<file path="config.mk">
export PLATFORM = sky130hd
export DESIGN_NAME = button_debouncer
export DESIGN_NICKNAME = d
export VERILOG_FILES = /design/src/rtl/button_pkg.sv /design/src/rtl/input_synchronizer.sv /design/src/rtl/button_debouncer.sv
export SDC_FILE = /design/constraint.sdc
export NUM_CORES = 1
export LEC_CHECK = 0
export CORE_ASPECT_RATIO = 0.8
export CORE_MARGIN = 2
export CORE_UTILIZATION = 29
export DETAILED_ROUTE_END_ITERATION = 8
export PLACE_DENSITY_LB_ADDON = 0.25
export SLEW_MARGIN = 20
export SYNTH_ARGS = -nofsm -noshare
export SYNTH_HDL_FRONTEND = slang
export SYNTH_SLANG_ARGS = --single-unit
export TNS_END_PERCENT = 5
</file>
<file path="constraint.sdc">
create_clock -name i_clk -period 1.6 [get_ports i_clk]
set_input_delay 0.32 -clock i_clk [delete_from_list [all_inputs] [get_ports i_clk]]
set_output_delay 0.32 -clock i_clk [all_outputs]
set_load 0.1 [all_outputs]
</file>
<file path="src/rtl/button_pkg.sv">
// Shared types and constants for push-button conditioning logic.
package button_pkg;

    typedef enum logic [1:0] {
        IDLE         = 2'd0,
        PRESS_WAIT   = 2'd1,
        HELD         = 2'd2,
        RELEASE_WAIT = 2'd3
    } btn_state_t;

    localparam int unsigned DEFAULT_SYNC_STAGES = 2;
    localparam logic        BTN_RELEASED        = 1'b0;

endpackage

</file>
<file path="src/rtl/input_synchronizer.sv">
// Multi-flop synchroniser for asynchronous board inputs, synchronous reset.
module input_synchronizer
    import button_pkg::*;
#(
    parameter int unsigned STAGES    = DEFAULT_SYNC_STAGES,
    parameter logic        RESET_VAL = BTN_RELEASED
) (
    input  logic clk,
    input  logic rst,
    input  logic din,
    output logic dout
);

    logic [STAGES-1:0] chain_q;

    always_ff @(posedge clk) begin
        if (rst) begin
            chain_q <= {STAGES{RESET_VAL}};
        end else begin
            chain_q <= {chain_q[STAGES-2:0], din};
        end
    end

    assign dout = chain_q[STAGES-1];

endmodule

</file>
<file path="src/rtl/button_debouncer.sv">
// Push-button synchroniser, debouncer and press/release/count-up pulse generator.
// Optional auto-repeat while held: define BUTTON_DEBOUNCER_AUTOREPEAT_EN.
module button_debouncer
    import button_pkg::*;
#(
    parameter int unsigned DEBOUNCE_CYCLES     = 500000,
    parameter int unsigned SYNC_STAGES         = DEFAULT_SYNC_STAGES,
    parameter bit          ACTIVE_LOW          = 1'b0,
    parameter int unsigned REPEAT_DELAY_CYCLES = 25000000,
    parameter int unsigned REPEAT_RATE_CYCLES  = 5000000
) (
    input  logic i_clk,
    input  logic i_rst,
    input  logic i_button,
    output logic o_level,
    output logic o_press,
    output logic o_release,
    output logic o_pulse
);

    localparam int unsigned CNT_W = $clog2(DEBOUNCE_CYCLES);
    localparam logic [CNT_W-1:0] CNT_MAX = CNT_W'(DEBOUNCE_CYCLES - 1);

    if (DEBOUNCE_CYCLES < 2 || SYNC_STAGES < 2 || REPEAT_DELAY_CYCLES < 2 ||
        REPEAT_RATE_CYCLES < 1 || REPEAT_RATE_CYCLES > REPEAT_DELAY_CYCLES) begin : g_bad_params
        $error("button_debouncer: illegal parameter combination");
    end

    logic sync_out;

    input_synchronizer #(
        .STAGES    (SYNC_STAGES),
        .RESET_VAL (BTN_RELEASED)
    ) u_sync (
        .clk  (i_clk),
        .rst  (i_rst),
        .din  (i_button ^ ACTIVE_LOW),
        .dout (sync_out)
    );

    btn_state_t       state_q, state_d;
    logic [CNT_W-1:0] stab_cnt_q, stab_cnt_d;
    logic             level_d, press_d, release_d;
    logic             rpt_strobe_c;

    always_ff @(posedge i_clk) begin
        if (i_rst) begin
            state_q    <= IDLE;
            stab_cnt_q <= '0;
            o_level    <= 1'b0;
            o_press    <= 1'b0;
            o_release  <= 1'b0;
            o_pulse    <= 1'b0;
        end else begin
            state_q    <= state_d;
            stab_cnt_q <= stab_cnt_d;
            o_level    <= level_d;
            o_press    <= press_d;
            o_release  <= release_d;
            o_pulse    <= press_d | rpt_strobe_c;
        end
    end

    // Stability counter runs while the synchronised pin disagrees with the accepted level.
    always_comb begin
        state_d    = state_q;
        level_d    = o_level;
        press_d    = 1'b0;
        release_d  = 1'b0;
        stab_cnt_d = '0;
        if (sync_out != o_level) begin
            stab_cnt_d = (stab_cnt_q == CNT_MAX) ? stab_cnt_q : stab_cnt_q + CNT_W'(1);
        end

        case (state_q)
            IDLE: begin
                if (sync_out) begin
                    state_d = PRESS_WAIT;
                end
            end
            PRESS_WAIT: begin
                if (!sync_out) begin
                    state_d = IDLE;
                end else if (stab_cnt_q == CNT_MAX) begin
                    state_d    = HELD;
                    level_d    = 1'b1;
                    press_d    = 1'b1;
                    stab_cnt_d = '0;
                end
            end
            HELD: begin
                if (!sync_out) begin
                    state_d = RELEASE_WAIT;
                end
            end
            RELEASE_WAIT: begin
                if (sync_out) begin
                    state_d = HELD;
                end else if (stab_cnt_q == CNT_MAX) begin
                    state_d    = IDLE;
                    level_d    = 1'b0;
                    release_d  = 1'b1;
                    stab_cnt_d = '0;
                end
            end
            default: begin
                state_d = IDLE;
            end
        endcase
    end

`ifdef BUTTON_DEBOUNCER_AUTOREPEAT_EN
    localparam int unsigned RPT_W = $clog2(REPEAT_DELAY_CYCLES);
    localparam logic [RPT_W-1:0] RPT_FIRST = RPT_W'(REPEAT_DELAY_CYCLES - 1);
    localparam logic [RPT_W-1:0] RPT_NEXT  = RPT_W'(REPEAT_RATE_CYCLES - 1);

    logic [RPT_W-1:0] rpt_cnt_q, rpt_cnt_d;
    logic             rpt_first_q, rpt_first_d;

    always_ff @(posedge i_clk) begin
        if (i_rst) begin
            rpt_cnt_q   <= '0;
            rpt_first_q <= 1'b1;
        end else begin
            rpt_cnt_q   <= rpt_cnt_d;
            rpt_first_q <= rpt_first_d;
        end
    end

    // Counter is zero on the press cycle, so a strobe can never coincide with o_press.
    always_comb begin
        rpt_cnt_d    = '0;
        rpt_first_d  = 1'b1;
        rpt_strobe_c = 1'b0;
        if ((state_q == HELD || state_q == RELEASE_WAIT) && state_d != IDLE) begin
            rpt_first_d = rpt_first_q;
            if (rpt_cnt_q == (rpt_first_q ? RPT_FIRST : RPT_NEXT)) begin
                rpt_strobe_c = 1'b1;
                rpt_first_d  = 1'b0;
            end else begin
                rpt_cnt_d = rpt_cnt_q + RPT_W'(1);
            end
        end
    end
`else
    assign rpt_strobe_c = 1'b0;
`endif

endmodule
</file>
Word-level counts from Yosys, hierarchy flattened:

Cells that the tools add are included.

* add/sub/neg operators: 1
* equal/unequal tests: 13
* mux-type cells: 19
* bitwise gates (word level): 3
* reduce and logical (&&, ||, !) cells: 6

Operators with widths (number)
* $mux W19: 5
* $pmux W19 S2: 1
* $add A19 B1 Y19 const B: 1
* $eq A19 B19 Y1 const B: 1
* $mux W2: 6
* $ne A2 B2 Y1 const B: 4
* $pmux W2 S4: 1
* $reduce_or A3 Y1: 2
* $mux W1: 5
* $reduce_and A5 Y1: 1
* $eq A2 B2 Y1 const B: 2
* $ne A2 B1 Y1 const B: 2
* $reduce_and A4 Y1: 1
* $ne A3 B2 Y1 const B: 1
* $ne A3 B3 Y1 const B: 1
* $not A1 Y1: 3
* $eq A2 B1 Y1 const B: 1
* $logic_not A2 Y1: 1
* $pmux W1 S2: 1
* $reduce_bool A2 Y1: 1
* $ne A1 B1 Y1: 1

* register bits: 26
* bits of input ports: 3
* output and inout bits: 4
* logic and storage cells: 48

Depth between registers and ports, before layout:

* depth in word-level cells: 6
* depth in mapped cells: 7

Hierarchy:

From an unflattened synthesis, not the netlist that was laid out.

* cell total of the unflattened synthesis: 127
* area total of the unflattened synthesis: 1162.4 µm²

By module, submodules not included
* button_debouncer: times used 1, cells each 123, area each 1109.8 µm², seq. area each 480.5 µm²
* input_synchronizer: times used 1, cells each 4, area each 52.6 µm², seq. area each 40.0 µm²

Worst setup path before layout:

Ideal clock, no wire load.

* path type: reg-to-reg
* start point: register stab_cnt_q[0]
* end point: register stab_cnt_q[18]
* setup time: 70 ps
* data arrival time: 1723 ps
* setup slack: -193 ps
* cell stages (with the launch flop): 6
* period minus slack after synthesis: 1793 ps
* path through: dfxtp_1 > ha_1 > nand3_4 > or4_1 > or3_1 > a21oi_1

* word-level cells in the longest chain between the ends: 6
* elaborated cells between the ends (all ways): 8
* those cells by class: 1 x add/sub; 1 x eq/ne; 6 x mux

Ends and longest elaborated chain
* start: declaration: line button_debouncer.sv:42 `logic [CNT_W-1:0] stab_cnt_q, stab_cnt_d;`
* start signal: assignment: line button_debouncer.sv:56 `stab_cnt_q <= stab_cnt_d;`
* $add A19 B1 Y19 / $eq A19 B19 Y1 (equally long branches): line button_debouncer.sv:72, button_debouncer.sv:84, button_debouncer.sv:99
* $mux W19: line button_debouncer.sv:72 `stab_cnt_d = (stab_cnt_q == CNT_MAX) ? stab_cnt_q : stab_cnt_q + CNT_W'(1);`
* $mux W19: line button_debouncer.sv:71 `if (sync_out != o_level) begin`
* $mux W19: line button_debouncer.sv:84, button_debouncer.sv:99
* $mux W19 (on tied branches): line button_debouncer.sv:97, button_debouncer.sv:82
* $pmux W19 S2 *: line button_debouncer.sv:75 `case (state_q)`

Mark *: on every way between the ends. The rest lies on a longest branch, timed or not.
A chain may end at the register's enable or synchronous reset.

Worst setup path after layout:

Ends and elaborated chain as after synthesis.

==> parameters.txt <==
Parameter                              Value

Outcome
  Run status    finished with violations
  Failing checks    setup timing

Logic synthesis
  Fraction of the yosys area taken by sequential cells    42.15%
  Most frequent cells after synthesis    dfxtp_1 (26), nor2_1 (16), xnor2_1 (11)
  Ys Warns    0
  Post-synthesis sequential element count    26
  Proportion of register bits with asynchronous set or reset after synthesis    0%
  Adder and majority cell fraction of the synthesized area    1.013%
  Cell area after technology mapping    0.001235 mm2
  Fraction of synthesized area in multiplexers    0.8105%
  Top cell type by total area after synthesis    dfxtp_1
  Post-Synthesis Mean Instance Area    8.949 um2
  Largest family of logic cells by synthesized area    simple AND/OR/NAND/NOR gates
  Area share of the largest cell type after synthesis    42.15%
  Post-synth cell types    36
  Largest cells by area after synthesis    dfxtp_1 (42%), xnor2_1 (7.8%), nor2_1 (4.9%)
  Most frequent cell after synthesis    dfxtp_1
  Post-synthesis compound-gate area fraction    9.119%
  Post-synth EDFFs    0
  Most instantiated flip-flop cell in the synthesis netlist    dfxtp_1
  Fraction of synthesized cell area in xor and xnor cells    9.220%
  Mapped Cells    138
  Syn nets    142
  Simple-gate share of the synthesized area    34.14%

Global route
  Total global-route track usage    13.00%
  Maximum number of pins on one net before global-route repair    16
  Antenna violations before repair    0
  Vias in the first global route    1,068
  Total congestion overflow    0
  Global-route wire length before repair    5.071 mm

Placement
  Count of port buffers added during placement    6
  DPL Wire Length    2.204 mm
  Post-detailed-placement cell area    0.001635 mm2
  RePlAce Congestion    0.8105

Layout
  Number of antenna cells inserted    0
  Core occupancy in the finished layout    43.16%
  Fraction of layout instances using a drive strength above 1    36.00%
  Net count reported at finish    180
  Fin area    0.001780 mm2
  Area added between synthesis and finish    44.17%

Timing
  Pins over their slew limit    0
  Period utilization    102.3%
  Headroom to the max-slew limit    78.43%
  Maximum clock frequency    0.6107 GHz
  Total setup violations reported at the end of the flow    2
  Post-layout minimum cycle time    1.637 ns
  Final setup TNS    -0.05109 ns
  Number of failing hold endpoints at the final stage    0
  Final worst clock skew    0.005602 ns
  Slew at the pin closest to its max-slew limit    0.3208 ns
  Unrepaired setup endpoints after global routing    true
  Minimum setup slack in the final design    -0.03739 ns

Pwr
  Total net switching power    302.1 uW
  Leakage power figure    0.6014 nW
  Ratio of total power to cell area    766.6 mW/mm2
  Switching power share of the total    22.13%
  Worst vdd rail ir drop    0.0003185 V
  Logic gate share of total power    10.8%
  Sequential Power Share    49.5%
  Internal Pwr Total    1.063 mW
  Fraction of power consumed by the clock network    39.7%

Drt
  Detailed Route Iter0 Violations    56
  Antenna Nets Post-Route    0
  Number of vias per cell    4.858
  Average detailed-routed wire length per instance    12.94 um
  Via count    1,127
  DRT Pass-1 Iters    4
  WL final    3.002 mm
  DRC violation count after routing    0

Worst setup path
  Launching element of the worst setup path    stab_cnt_q[0]$_SDFF_PP0_
  CP max-delay cell    or4_4
  Chain of cells forming the critical path    ha_4 > nand3_4 > or4_4 > or3_1 > a21oi_1
  Total buffers and inverters traversed by the critical path    0
  CP Data Arrival Time    1.84 ns
  Startpoint type of the worst setup path    register
  Largest delay share family, worst path    simple AND/OR/NAND/NOR gates
  Largest fanout of any net on the critical path    3
  Slowest Stage Delay on Critical Path    0.54 ns
  Required time at the worst-slack endpoint    1.80 ns
  Endpoint type of the worst setup path    register
  Critical path type    register to register
  Critical register-to-register path startpoint    stab_cnt_q[0]$_SDFF_PP0_

Clocking
  Clock tree from TritonCTS    built
  Clock root buffer    clkbuf_8
  Num CTS Buffers    3
  Clk buf depth    2
  # clock sinks    26
  Register clock-pin slew on the reported worst setup and hold paths    0.09 ns
  H-tree levels    1
  Latest clock arrival within the worst-skew pair    0.27 ns

Flow run
  Total of max-cap violations    0

Floorplan
  Number of primary I/O pins    7
  Die Wd    76.96 um
  Total Die Area    0.004800 mm2
  Core footprint    0.004125 mm2
  Die Span Y    62.37 um
  Rows    21
  Initial Util    29.94%

Worst hold path
  Hold WC Path Type    register to register
  HP Start    u_sync.chain_q[0]$_SDFF_PP0_
-- metal layers --
layer  track usage, %  share of wire, %  vias up
met4            3.182              0.43        0
met5                0                 0        -
met3            3.052               2.4        2
li1                 -                 -      576
met2            20.50                48       10
met1            17.96                49      539
-- kinds of logic (layout without fill, tap and decap cells) --
group,after synthesis,after routing
and+or+nand+nor,69,69
DFF,26,26
AOI/OAI and AO/OA,18,18
xor gates and xnor gates,13,13
buffers and inverters,10,47
adders and majority gates,1,1
muxes,1,1
-- registers in the layout (all words and copies together) (netlist names), named ones only --
register        flops
o_level             1
o_pulse             1
o_release           1
stab_cnt_q         19
state_q             1
u_sync.chain_q      2
-- metrics by stage --
stage          cells  setup WS, ns  hold WS (ns)  total power [mW]
6_report         232      -0.03739        0.4510             1.365
5_1_grt          232      -0.08358        0.4689             1.426
4_1_cts          231     -0.003792        0.4576             1.374
3_5_place_dp     227      -0.02533        0.4369            0.8256
3_3_place_gp     227      -0.02525        0.4235            0.8239
2_1_floorplan    138      -0.06020        0.3891            0.7651
-- final timing paths --
check                                 endpoint  slack, ns  depth (start not counted)
setup / recovery     stab_cnt_q[18]$_SDFF_PP0_      -0.04                          5
hold / removal    u_sync.chain_q[1]$_SDFF_PP0_       0.45                          1
setup reg to reg     stab_cnt_q[18]$_SDFF_PP0_      -0.04                          5
hold reg to reg   u_sync.chain_q[1]$_SDFF_PP0_       0.45                          1
-- repair_timing --
action	4_1_cts	5_1_grt
endpoints found under the hold margin	0	0
resized for setup	3	11
hold buffers	0	0
buffers inserted	0	1
endpoints found under the setup margin	10	24
pin swaps	3	1
-- power by group through the flow --
stage / sequential [mW] / combinational (mW) / clock (mW)
finish: 0.675 / 0.147 / 0.542
global route: 0.678 / 0.156 / 0.592
CTS: 0.676 / 0.138 / 0.560
detailed placement: 0.691 / 0.135 / 0
global placement: 0.690 / 0.134 / 0
floorplan: 0.724 / 0.0414 / 0
-- cell type report --
cell class	instances	area [um2]
repair buffers	39	355.3
clock inverters	1	30.03
multi-input cells	102	739.5
fillers	398	2345
inverters	4	15.01
clock buffers	3	41.29
well taps	57	71.32
flip-flops and latches	26	528.0
-- cells in the final DEF (no fill, tap or decap) --
cell type / instances
and3_1: 3
a21boi_1: 1
a311o_1: 1
dfxtp_1: 20
nor4_1: 3
o21ai_0: 5
nand3_1: 8
nand4_1: 6
clkdlybuf4s50_1: 2
buf_12: 4
nor4_2: 4
nor3_1: 10
inv_1: 4
buf_6: 2
xor2_1: 2
nand4_2: 1
o21ai_4: 1
a21oi_1: 6
a211oi_1: 1
a21boi_0: 1
buf_4: 31
nand4_4: 1
clkbuf_8: 3
xnor2_1: 11
nor4b_1: 1
nor2_1: 16
a31oi_1: 1
nor4bb_2: 1
dfxtp_2: 6
or3_1: 1
and4_2: 1
nand2_1: 5
nor4b_2: 4
mux2i_1: 1
or4_4: 1
o311a_1: 1
ha_4: 1
bufinv_16: 1
nand3_4: 1
nor2b_1: 2
-- worst reg2reg max path, cell delays in order (launching register included) --
cell,delay (ns)
dfxtp_2,0.36
ha_4,0.16
nand3_4,0.07
or4_4,0.54
or3_1,0.31
a21oi_1,0.12
Power figures use the tool's default switching activity.
